[config.mk]
export PLATFORM = sky130hd
export DESIGN_NAME = tag_lookup
export DESIGN_NICKNAME = d
export VERILOG_FILES = /design/src/rtl/tag_lookup_pkg.sv /design/src/rtl/tag_lookup_rsp_fifo.sv /design/src/rtl/tag_lookup.sv
export SDC_FILE = /design/constraint.sdc
export NUM_CORES = 1
export LEC_CHECK = 0
export CAP_MARGIN = 20
export CORE_MARGIN = 4
export CORE_UTILIZATION = 40
export CTS_CLUSTER_DIAMETER = 60
export CTS_CLUSTER_SIZE = 20
export DETAILED_ROUTE_END_ITERATION = 16
export GPL_ROUTABILITY_DRIVEN = 0
export RECOVER_POWER = 50
export SLEW_MARGIN = 25
export SYNTH_ARGS = -nofsm -noshare
export SYNTH_HDL_FRONTEND = slang
export SYNTH_SLANG_ARGS = --single-unit
[constraint.sdc]
create_clock -name clk -period 5.43 [get_ports clk]
set_clock_uncertainty 0.05 [all_clocks]
set_input_delay 1.3575 -clock clk [delete_from_list [all_inputs] [get_ports clk]]
set_output_delay 1.3575 -clock clk [all_outputs]
set_load 0.01 [all_outputs]
[src/rtl/tag_lookup_pkg.sv]
// Shared types and helpers for the tag lookup/allocate stage.
package tag_lookup_pkg;

   localparam int TL_WAY_NUM   = 4;
   localparam int TL_SET_WIDTH = 6;
   localparam int TL_TAG_WIDTH = 20;

   typedef struct packed {
      logic                    hit;
      logic [TL_WAY_NUM-1:0]   way;
      logic [TL_SET_WIDTH-1:0] set;
      logic [TL_TAG_WIDTH-1:0] tag;
      logic                    evict_valid;
      logic [TL_TAG_WIDTH-1:0] evict_tag;
   } tag_lookup_rsp_t;

   // Isolates the lowest set bit; all-zero input gives all-zero output.
   function automatic logic [TL_WAY_NUM-1:0] lowest_one(input logic [TL_WAY_NUM-1:0] vec);
      return vec & (~vec + TL_WAY_NUM'(1));
   endfunction

endpackage

[src/rtl/tag_lookup_rsp_fifo.sv]
// Two-entry in-order response buffer; count feeds the request credit check.
module tag_lookup_rsp_fifo
   import tag_lookup_pkg::*;
(
   input  logic            clk,
   input  logic            rst_n,
   input  logic            push_valid,
   input  tag_lookup_rsp_t push_data,
   output logic            pop_valid,
   input  logic            pop_ready,
   output tag_lookup_rsp_t pop_data,
   output logic [1:0]      count
);

   tag_lookup_rsp_t mem_q [2];
   logic            wr_ptr_q;
   logic            rd_ptr_q;
   logic [1:0]      count_q;
   logic            pop;

   assign pop       = pop_valid && pop_ready;
   assign pop_valid = (count_q != 2'd0);
   assign pop_data  = mem_q[rd_ptr_q];
   assign count     = count_q;

   always_ff @(posedge clk) begin
      if (!rst_n) begin
         wr_ptr_q <= 1'b0;
         rd_ptr_q <= 1'b0;
         count_q  <= 2'd0;
      end else begin
         // Push into a full FIFO is only legal alongside a pop of the head slot.
         if (push_valid) begin
            mem_q[wr_ptr_q] <= push_data;
            wr_ptr_q        <= ~wr_ptr_q;
         end
         if (pop)
            rd_ptr_q <= ~rd_ptr_q;
         count_q <= count_q + 2'(push_valid) - 2'(pop);
      end
   end

   a_no_overflow: assert property (@(posedge clk) disable iff (!rst_n)
      (push_valid && count_q == 2'd2) |-> pop);

endmodule

[src/rtl/tag_lookup.sv]
// Lookup/allocate stage in front of tag_array: compare, victim select, allocation
// write and buffered response. Valid bits live in flops so flush is single-cycle.
module tag_lookup
   import tag_lookup_pkg::*;
#(
   parameter int WAY_NUM   = TL_WAY_NUM,
   parameter int SET_WIDTH = TL_SET_WIDTH,
   parameter int TAG_WIDTH = TL_TAG_WIDTH
)(
   input  logic                               clk,
   input  logic                               rst_n,
   input  logic                               req_valid,
   output logic                               req_ready,
   input  logic [SET_WIDTH-1:0]               req_set,
   input  logic [TAG_WIDTH-1:0]               req_tag,
   output logic                               tag_read_valid,
   input  logic                               tag_read_ready,
   output logic [SET_WIDTH-1:0]               tag_read_set,
   input  logic [WAY_NUM-1:0][TAG_WIDTH-1:0]  tag_read_rsp,
   output logic                               tag_write_valid,
   input  logic                               tag_write_ready,
   output logic [SET_WIDTH-1:0]               tag_write_set,
   output logic [WAY_NUM-1:0]                 tag_write_way_en,
   output logic [TAG_WIDTH-1:0]               tag_write_data,
   input  logic                               flush_valid,
   output logic                               flush_ready,
   output logic                               rsp_valid,
   input  logic                               rsp_ready,
   output logic                               rsp_hit,
   output logic [WAY_NUM-1:0]                 rsp_way,
   output logic [SET_WIDTH-1:0]               rsp_set,
   output logic [TAG_WIDTH-1:0]               rsp_tag,
   output logic                               rsp_evict_valid,
   output logic [TAG_WIDTH-1:0]               rsp_evict_tag
);

   localparam int RR_W    = $clog2(WAY_NUM);
   localparam int SET_NUM = 2**SET_WIDTH;

   logic                 s1_valid;
   logic [SET_WIDTH-1:0] s1_set;
   logic [TAG_WIDTH-1:0] s1_tag;
   logic [WAY_NUM-1:0]   valid_q [SET_NUM];
   logic [RR_W-1:0]      rr_q;

   logic [WAY_NUM-1:0]   set_valid;
   logic [WAY_NUM-1:0]   hit_vec;
   logic [WAY_NUM-1:0]   victim;
   logic                 hit;
   logic                 set_full;
   logic                 miss;
   logic                 write_fire;
   logic [TAG_WIDTH-1:0] evict_tag;

   logic                 req_fire;
   logic                 flush_fire;
   logic                 pop;
   logic [2:0]           credit_used;
   logic [1:0]           fifo_count;
   logic                 fifo_push;
   tag_lookup_rsp_t      push_data;
   tag_lookup_rsp_t      head;

   // S0: a slot is reserved for the request already in S1 so the FIFO cannot overflow.
   assign pop            = rsp_valid && rsp_ready;
   assign credit_used    = {1'b0, fifo_count} + 3'(s1_valid) - 3'(pop);
   assign req_ready      = rst_n && tag_read_ready && !flush_valid && (credit_used < 3'd2);
   assign tag_read_valid = req_valid && req_ready;
   assign tag_read_set   = req_set;
   assign req_fire       = tag_read_valid;

   assign flush_ready = rst_n && !s1_valid;
   assign flush_fire  = flush_valid && flush_ready;

   always_comb begin
      set_valid = valid_q[s1_set];
      for (int w = 0; w < WAY_NUM; w++)
         hit_vec[w] = set_valid[w] && (tag_read_rsp[w] == s1_tag);
   end

   assign hit      = |hit_vec;
   assign set_full = &set_valid;
   assign miss     = s1_valid && !hit;
   assign victim   = set_full ? (WAY_NUM'(1) << rr_q) : lowest_one(~set_valid);

   always_comb begin
      evict_tag = '0;
      for (int w = 0; w < WAY_NUM; w++)
         if (victim[w])
            evict_tag = tag_read_rsp[w];
   end

   assign tag_write_valid  = rst_n && miss;
   assign tag_write_set    = s1_set;
   assign tag_write_way_en = victim;
   assign tag_write_data   = s1_tag;
   assign write_fire       = tag_write_valid && tag_write_ready;

   assign fifo_push             = rst_n && s1_valid;
   assign push_data.hit         = hit;
   assign push_data.way         = hit ? lowest_one(hit_vec) : victim;
   assign push_data.set         = s1_set;
   assign push_data.tag         = s1_tag;
   assign push_data.evict_valid = !hit && set_full;
   assign push_data.evict_tag   = (!hit && set_full) ? evict_tag : '0;

   always_ff @(posedge clk) begin
      if (!rst_n) begin
         s1_valid <= 1'b0;
         s1_set   <= '0;
         s1_tag   <= '0;
         rr_q     <= '0;
         for (int s = 0; s < SET_NUM; s++)
            valid_q[s] <= '0;
      end else begin
         s1_valid <= req_fire;
         if (req_fire) begin
            s1_set <= req_set;
            s1_tag <= req_tag;
         end
         if (flush_fire) begin
            for (int s = 0; s < SET_NUM; s++)
               valid_q[s] <= '0;
         end else if (write_fire) begin
            valid_q[s1_set] <= valid_q[s1_set] | victim;
         end
         // Round-robin only moves when a valid way is actually displaced.
         if (write_fire && set_full)
            rr_q <= (rr_q == RR_W'(WAY_NUM - 1)) ? '0 : rr_q + RR_W'(1);
      end
   end

   tag_lookup_rsp_fifo u_rsp_fifo (
      .clk        (clk),
      .rst_n      (rst_n),
      .push_valid (fifo_push),
      .push_data  (push_data),
      .pop_valid  (rsp_valid),
      .pop_ready  (rsp_ready),
      .pop_data   (head),
      .count      (fifo_count)
   );

   assign rsp_hit         = head.hit;
   assign rsp_way         = head.way;
   assign rsp_set         = head.set;
   assign rsp_tag         = head.tag;
   assign rsp_evict_valid = head.evict_valid;
   assign rsp_evict_tag   = head.evict_tag;

   a_one_hit: assert property (@(posedge clk) disable iff (!rst_n)
      s1_valid |-> $onehot0(hit_vec));

   a_write_taken: assert property (@(posedge clk) disable iff (!rst_n)
      tag_write_valid |-> tag_write_ready);

endmodule

# After elaboration in Yosys (flattened, before gate mapping)
# Memory sizes are Yosys's and may differ from the RTL's. A register that Yosys moved wholly into a read port is not among the register bits.
# Cells that the tools add are included.
word_totals:
  ff_bits: 33
  ram_bits: 360
  inputBits: 113
  output_inout_bits: 93
  memories: 2
mem_list:
  columns: ["name", "words", "word_bits", "rd", "rd_clocked_by_memory_dff", "wr", "line", "text"]
  rows:
  - ["valid_q", 64, 4, 1, 1, 64, "tag_lookup.sv:43", "logic [WAY_NUM-1:0] valid_q [SET_NUM];"]
  - ["u_rsp_fifo.mem_q", 2, 52, 1, 1, 1, "tag_lookup_rsp_fifo.sv:15", "tag_lookup_rsp_t mem_q [2];"]
classes:
  addsub: 7
  magnitude_cmp: 1
  n_eq_ne: 5
  n_shift: 1
  muxes: 90
  bitwise: 72
  reduce_logical: 24
ops:
  columns: ["op", "count"]
  rows:
  - ["4-bit two-way mux", 67]
  - ["20-bit two-way mux", 5]
  - ["20-bit equality test", 4]
  - ["1-bit OR", 64]
  - ["6-bit two-way mux", 3]
  - ["1-bit logical AND", 17]
  - ["1-bit two-way mux", 14]
  - ["4-bit inverter", 3]
  - ["4-bit by 1-bit adder with 4-bit output, second input constant", 2]
  - ["4-bit AND", 2]
  - ["4-bit OR reduction", 2]
  - ["4-bit OR", 1]
  - ["4-bit AND reduction", 1]
  - ["1-bit by 2-bit left shift with 4-bit output, first input constant", 1]
  - ["2-bit by 1-bit adder with 3-bit output", 1]
  - ["1-bit zero test", 3]
  - ["3-bit by 2-bit < comparator with 1-bit output, second input constant", 1]
  - ["3-bit by 1-bit subtractor with 3-bit output", 1]
  - ["2-bit by 1-bit adder with 2-bit output", 1]
  - ["2-bit by 1-bit adder with 2-bit output, second input constant", 1]
  - ["2-bit equality test, second input constant", 1]
  - ["2-bit two-way mux", 1]
  - ["1-bit inverter", 2]
  - ["2-bit nonzero test", 1]
  - ["2-bit by 1-bit subtractor with 2-bit output", 1]

# Longest topological paths before layout
depth:
  word_depth: 13
  ltp_mapped: 15

# Modules after synthesis
# From an unflattened synthesis, not the netlist that was laid out.
hier_totals:
  hier_cells: 1517
  area_unflattened_um2: 19264.7
modules_own_cells:
  columns: ["module", "n_inst", "cells_per_inst", "area_each_um2"]
  rows:
  - ["tag_lookup", 1, 1332, 15016.9]
  - ["tag_lookup_rsp_fifo", 1, 185, 4247.8]

# Worst setup path before layout
# Ideal clock, no wire load.
synth_path:
  path_type: "input to output"
  startpoint: "input port rsp_ready"
  endpoint: "output port tag_read_valid"
  t_arrival_ns: 3.434
  t_required_ns: 4.023
  slack_ns: 0.588
  path_stages: 10
  cell_sequence: "and2_1 > ha_1 > inv_1 > nand2_1 > fa_1 > nand4b_1 > nor2_1 > nand2_1 > clkinv_1 > clkbuf_1"
synth_via:
  elab_chain_len: 5
synth_lines:
  columns: ["item", "line", "text"]
  rows:
  - ["start, declared", "tag_lookup.sv:28", "input logic rsp_ready,"]
  - ["1-bit logical AND", "tag_lookup.sv:65", "assign pop = rsp_valid && rsp_ready;"]
  - ["3-bit by 1-bit subtractor with 3-bit output", "tag_lookup.sv:66", "assign credit_used = {1'b0, fifo_count} + 3'(s1_valid) - 3'(pop);"]
  - ["3-bit by 2-bit < comparator with 1-bit output", "tag_lookup.sv:67", "assign req_ready = rst_n && tag_read_ready && !flush_valid && (credit_used < 3'd2);"]
  - ["1-bit logical AND", "tag_lookup.sv:67", null]
  - ["net req_ready", "tag_lookup.sv:13", "output logic req_ready,"]
  - ["1-bit logical AND", "tag_lookup.sv:68", "assign tag_read_valid = req_valid && req_ready;"]
  - ["end, declared", "tag_lookup.sv:16", "output logic tag_read_valid,"]
# The timed path passes the listed nets, and every way through them passes these cells.

# Worst setup path after layout
layout_path:
  startpoint: "input port rsp_ready"
  endpoint: "output port tag_read_valid"
layout_via:
  elab_chain_len: 5
layout_lines:
  columns: ["item", "line", "text"]
  rows:
  - ["1-bit logical AND", "tag_lookup.sv:65", null]
  - ["net pop", "tag_lookup.sv:57", "logic pop;"]
  - ["3-bit by 1-bit subtractor with 3-bit output", "tag_lookup.sv:66", null]
  - ["3-bit by 2-bit < comparator with 1-bit output", "tag_lookup.sv:67", null]
  - ["1-bit logical AND", "tag_lookup.sv:67", null]
  - ["1-bit logical AND", "tag_lookup.sv:68", null]
# The timed path passes the listed nets, and every way through them passes these cells.

==> run metrics <==
status finished with violations; failing checks max-capacitance violations, max-slew violations; Async S/R FF share, synth 0%; width of the die between 200 and 250 microns; worst-margin pin slew around 1.7 ns; sequential fraction of the synthesis area 61.1%; unrepaired setup endpoints after global routing false; initial antenna violation count 3; Clock transition at path regs ~0.080 ns; setup bufs post-CTS 0; Synth Net Count about 1600; H-tree levels 1; share of post-route cells with drive strength above 1 about an eighth; Layout Nets approximately 1800; Power Dens Cells roughly 330 mW/mm^2; Leakage Power around 0.008 uW; clock buffer depth 3; total net switching power approximately 2000 uW; detailed-route DRC error count 0; 1st-iter DRT viols roughly 1700; I/O Pins 206; final setup fails 0; Skew-Pair Late Insertion Delay 0.59 ns; clock network fraction of total power 32.2%; Total Routing Usage GR around 22%; number of synthesized register bits 400; Yosys cell types 63; drt wl/cell about 25 microns; final WL around 57000 microns; final hold violations 0; Worst Setup Path Type in -> out; number of synthesis warnings 0; CTS tree built; initial core utilization 40.6%; Max-Cap Viols 2; first-pass GRT wire length around 83000 microns; Sw Ratio between 20 and 30%; crit path DAT 3.90 ns; DIE HEIGHT ~230 microns; Final ANT Viol Nets 0; CTS buffer count 31; commonest non-fill, non-tap cell in the layout edfxtp_1; synthesized instance count 1528; Logic pwr share 18.2%; Buffers on Ports 205; placed cells approximately 2200; area grow syn2layout 18.8%; Hold Buf Count CTS 0; ANT cells 0; placement row count ~80; EDFF count, synth 360; VDD IR max roughly 0.28 mV; max-slew violations between 60 and 70; Critical Path Sink Type output port; Max Clk Rate around 190 MHz; post-layout minimum cycle time 5.31 ns; vias in the first global route about 13000; most frequent cells in the layout edfxtp_1, nor2_1, clkdlybuf4s50_1; Setup crit start kind primary input; final period utilization a little over nine tenths; root buf cell clkbuf_16; die area 0.0510 sq mm; GR Overflow Total 0; largest net degree at the start of global routing between 60 and 70; DP Wirelength roughly 40000 microns; Placement Cell Area 0.0217 sq mm; Int Pwr approximately 5400 uW; sequential share of power 49.6%; Max FO, Critical Path 2; # clock sinks 400; Worst Path Required approximately 4 ns; routed vias between 10000 and 15000; Synth Flop Type edfxtp_1; core area roughly 0.047 sq mm; Post-Layout Cell Count approximately 2300; relative slew slack -15.7%; setup tns final 0 ns; mapped cell area 0.0190 sq mm; Design Area, Final 0.0226 sq mm; drt first pass iters 6; post-DR vias/cell 5.60; HP Class reg -> reg; Avg Cell Area, Syn ~12 sq um
[what timing repair did]
action | CTS | global route
setup endpoints to repair | 3 | 2
resized for setup | 6 | 2
gates cloned | 0 | 0
pin swaps | 0 | 0
[critical path: stages]
cell,delay [ns]
clkdlybuf4s50_1,0.46
and2_0,0.20
ha_1,0.26
inv_1,0.08
nand2_1,0.08
fa_1,0.52
nand4b_1,0.10
nor2_1,0.17
nand2_1,0.09
clkinv_1,0.06
clkdlybuf4s50_1,0.53
[registers in the layout (all words and copies together), names as in the netlist, named ones only]
signal               count
tag_write_data          20
u_rsp_fifo.mem_q       104
tag_write_set            6
u_rsp_fifo.count         2
u_rsp_fifo.wr_ptr_q      1
s1_valid                 1
valid_q                256
rr_q                     2
u_rsp_fifo.rd_ptr_q      1
[path summary, 6_finish.rpt]
path | slack [ns] | from | end | cells after the start
max reg2reg | 0.27 | flip-flop | valid_q[58][2]$_SDFFCE_PN0P_ | 10
min reg2reg | 0.46 | rr_q[1]$_SDFFE_PN0P_ | rr_q[1]$_SDFFE_PN0P_ | 2
max | 0.12 | rsp_ready | tag_read_valid | 11
min | 0.46 | rr_q[1]$_SDFFE_PN0P_ | rr_q[1]$_SDFFE_PN0P_ | 2
[through the flow]
stage                     setup WS (ns)  hold WS, ns  power (uW)  utilization (%)
after floorplan                   0.588        0.397        4450                -
after global placement            0.200        0.435        5090             46.3
after detailed placement          0.189        0.454        5090             46.3
after CTS                         0.123        0.465        7460             48.6
after global routing             0.0194        0.498        7670             48.3
final                             0.121        0.462        7410             48.3
[power by group through the flow]
stage	clock network, uW	registers, uW	logic [uW]
global placement	0	3740	1340
CTS	2430	3680	1350
floorplan	0	3640	810
finish	2390	3680	1350
detailed placement	0	3750	1340
global route	2550	3700	1420
[cells by family (layout without fill, tap and decap cells)]
group                      Yosys count  in the layout  share of synthesized area [%]
xor gates and xnor gates            84             84                           3.87
AOI/OAI and AO/OA                  184            184                           6.86
DFF                                400            400                           61.1
muxes                              145            145                           11.4
buffers and inverters              198            367                           4.97
and+or+nand+nor                    509            509                           11.2
adders and majority gates            8              8                          0.566
[synthesized netlist by cell type (11+ instances only)]
| library cell | count | share of area (%) |
|---|---|---|
| buf_4 | 43 | 1.7 |
| nand2_1 | 122 | 2.4 |
| buf_2 | 14 | 0.37 |
| nor2_1 | 296 | 5.8 |
| xor2_1 | 39 | 1.8 |
| mux4_2 | 52 | 6.2 |
| and2_1 | 11 | 0.36 |
| edfxtp_1 | 360 | 57 |
| mux2_2 | 52 | 3.1 |
| o21ai_0 | 56 | 1.5 |
| a221oi_1 | 20 | 0.92 |
| mux2i_1 | 41 | 2.2 |
| a21boi_0 | 27 | 1.1 |
| dfxtp_1 | 40 | 4.2 |
| nand4_1 | 14 | 0.46 |
| nand3_1 | 15 | 0.40 |
| xnor2_1 | 45 | 2.1 |
| o21ai_1 | 11 | 0.29 |
| inv_1 | 38 | 0.75 |
| clkbuf_1 | 91 | 1.8 |
| a2111oi_0 | 19 | 0.88 |
[routing by layer]
metal,GRT usage (%),wire length (microns),vias up
met5,0,40,-
met4,5.71,1450,6
met3,4.30,5060,91
met2,35.1,26500,564
met1,29.7,23500,6471
li1,-,-,5773
[final cells by class]
cell class,count,area [sq um]
repair buffers,270,2510
inverters,40,150
clock inverters,21,239
clock buffers,36,805
well taps,607,759
multi-input cells,930,6480
fillers,4128,24200
flip-flops and latches,400,11600
Power figures use the tool's default switching activity.
==> RTL change: new RTL, same flow settings <==
The package constant `TL_WAY_NUM` goes from 4 to 8.
--- a/src/rtl/tag_lookup_pkg.sv
+++ b/src/rtl/tag_lookup_pkg.sv
@@ -3,3 +3,3 @@
 
-   localparam int TL_WAY_NUM   = 4;
+   localparam int TL_WAY_NUM   = 8;
    localparam int TL_SET_WIDTH = 6;
Ports: changed (resized rsp_way, tag_read_rsp and tag_write_way_en); port bits go from 206 to 294. No check against the original RTL was run, so the function may have changed too.
==> RTL change against the unedited design <==
The flow still finishes with violations (capacitance limit, slew limit). Routed wire length rose by 100%. Utilization rose by 2.2 points. Critical path depth rose by 1. Worst hold slack improved by 0.0022 ns. Sequential cell count rose by 265. Synthesized area rose by 73%. Cell area rose by 81%. Worst setup slack got worse by 0.050 ns. Power rose by 72%.
==> RTL change: results (changes against the unedited design) <==
metric,value,unit,change
dp_slack,-0.352,ns,-0.541 ns
largest_register_ff_count,512,,+100%
cts_max_level,2,,+1
dp.final_hpwl,81.4,mm,+100%
dr.pass1.iters,5,,-1
status,"finished, violations left",,
synthTopCellsByCount,"edfxtp_1 (624), nor2_1 (419), nand2_1 (208)",,
hp-start,tag_write_data[12],,
drive_gt1_frac,0.225,,+0.0939
violations,"capacitance limit, slew limit",,
critPathMaxFanout,9,,+7
worstPathArrival,3.95,ns,+0.05 ns
critPathTopFamily,simple AND/OR/NAND/NOR gates,,
tightest_slew,1.91,ns,+0.173 ns
synth.top_cells.by_area,"edfxtp_1 (57%), mux4_2 (6.6%), nor2_1 (4.8%), dfxtp_1 (2.5%), xor2_1 (2.5%)",,
worstReg2RegEnd,u_rsp_fifo.mem_q[0][16],,
dpl.cell_count,4038,,+80%
cts_buffers,54,,+74%
synth_area,32900,um^2,+73%
vias_per_cell,5.88,,+5.1%
reg2reg_depth,15,,+5
drv_cap,3,,+1
avgSynthCellArea,12.7,um^2,+2.4%
leakage,14.3,nW,+84%
drv_slew,90,,+41%
slowest_stage,or4_4,,
grt.total_usage,0.255,,+0.0397
synth-edff-count,624,,+73%
## RTL change: how the worst max path moves through the flow
stage,slack [ns],cells past startpoint,start,end
2_1_floorplan,0.28,10,rsp_ready,tag_read_valid
6_report,0.07,12,flop,tag_write_way_en[7]
4_1_cts,-0.1,14,flop,tag_write_valid
5_1_grt,-0.02,12,flop,tag_write_way_en[7]
3_5_place_dp,-0.35,13,flop,tag_write_valid
3_3_place_gp,-0.37,13,flop,tag_write_valid
## RTL change: tightest hold or removal path, stage by stage (launching register included)
cell     delay, ns
dfxtp_1       0.35
nand2_1       0.07
a21oi_1       0.05
## RTL change: logic make-up after synthesis
| family | after synthesis | share of synthesized area |
|---|---|---|
| AOI/OAI and AO/OA | 344 | 0.0734 |
| xor gates and xnor gates | 164 | 0.0437 |
| adders and majority gates | 10 | 0.00403 |
| buffers and inverters | 276 | 0.0470 |
| DFF | 665 | 0.595 |
| muxes | 226 | 0.118 |
| and+or+nand+nor | 898 | 0.119 |
## RTL change: timing repair
action                     4_1_cts  5_1_grt
cloned                           0        1
setup endpoints to repair        9        8
buffers inserted                 3        5
gates resized for setup         65       27
pin swaps                       10        8
## RTL change: layer usage
metal	routed length, um	track usage	vias to the layer above
met1	42900	0.324	12200
met3	10600	0.0517	264
met5	0	0	-
li1	-	-	10500
met4	5080	0.101	0
met2	54600	0.431	1374
## RTL change: where the power goes
part           switching (mW)  internal (mW)  leakage (nW)
combinational            1.46           1.09          6.30
sequential              0.161           5.90          7.12
clock                    2.05           2.08         0.873
## RTL change: cell type report
cell class                      instances  area, um^2  area share
Timing Repair Buffer                  653        5910       0.145
Multi-Input combinational cell       1642       12100       0.296
Clock inverter                         40         467      0.0114
Sequential cell                       665       19600       0.479
Clock buffer                           58        1390      0.0340
Inverter                               26         104     0.00254
Tap cell                             1060        1330      0.0325
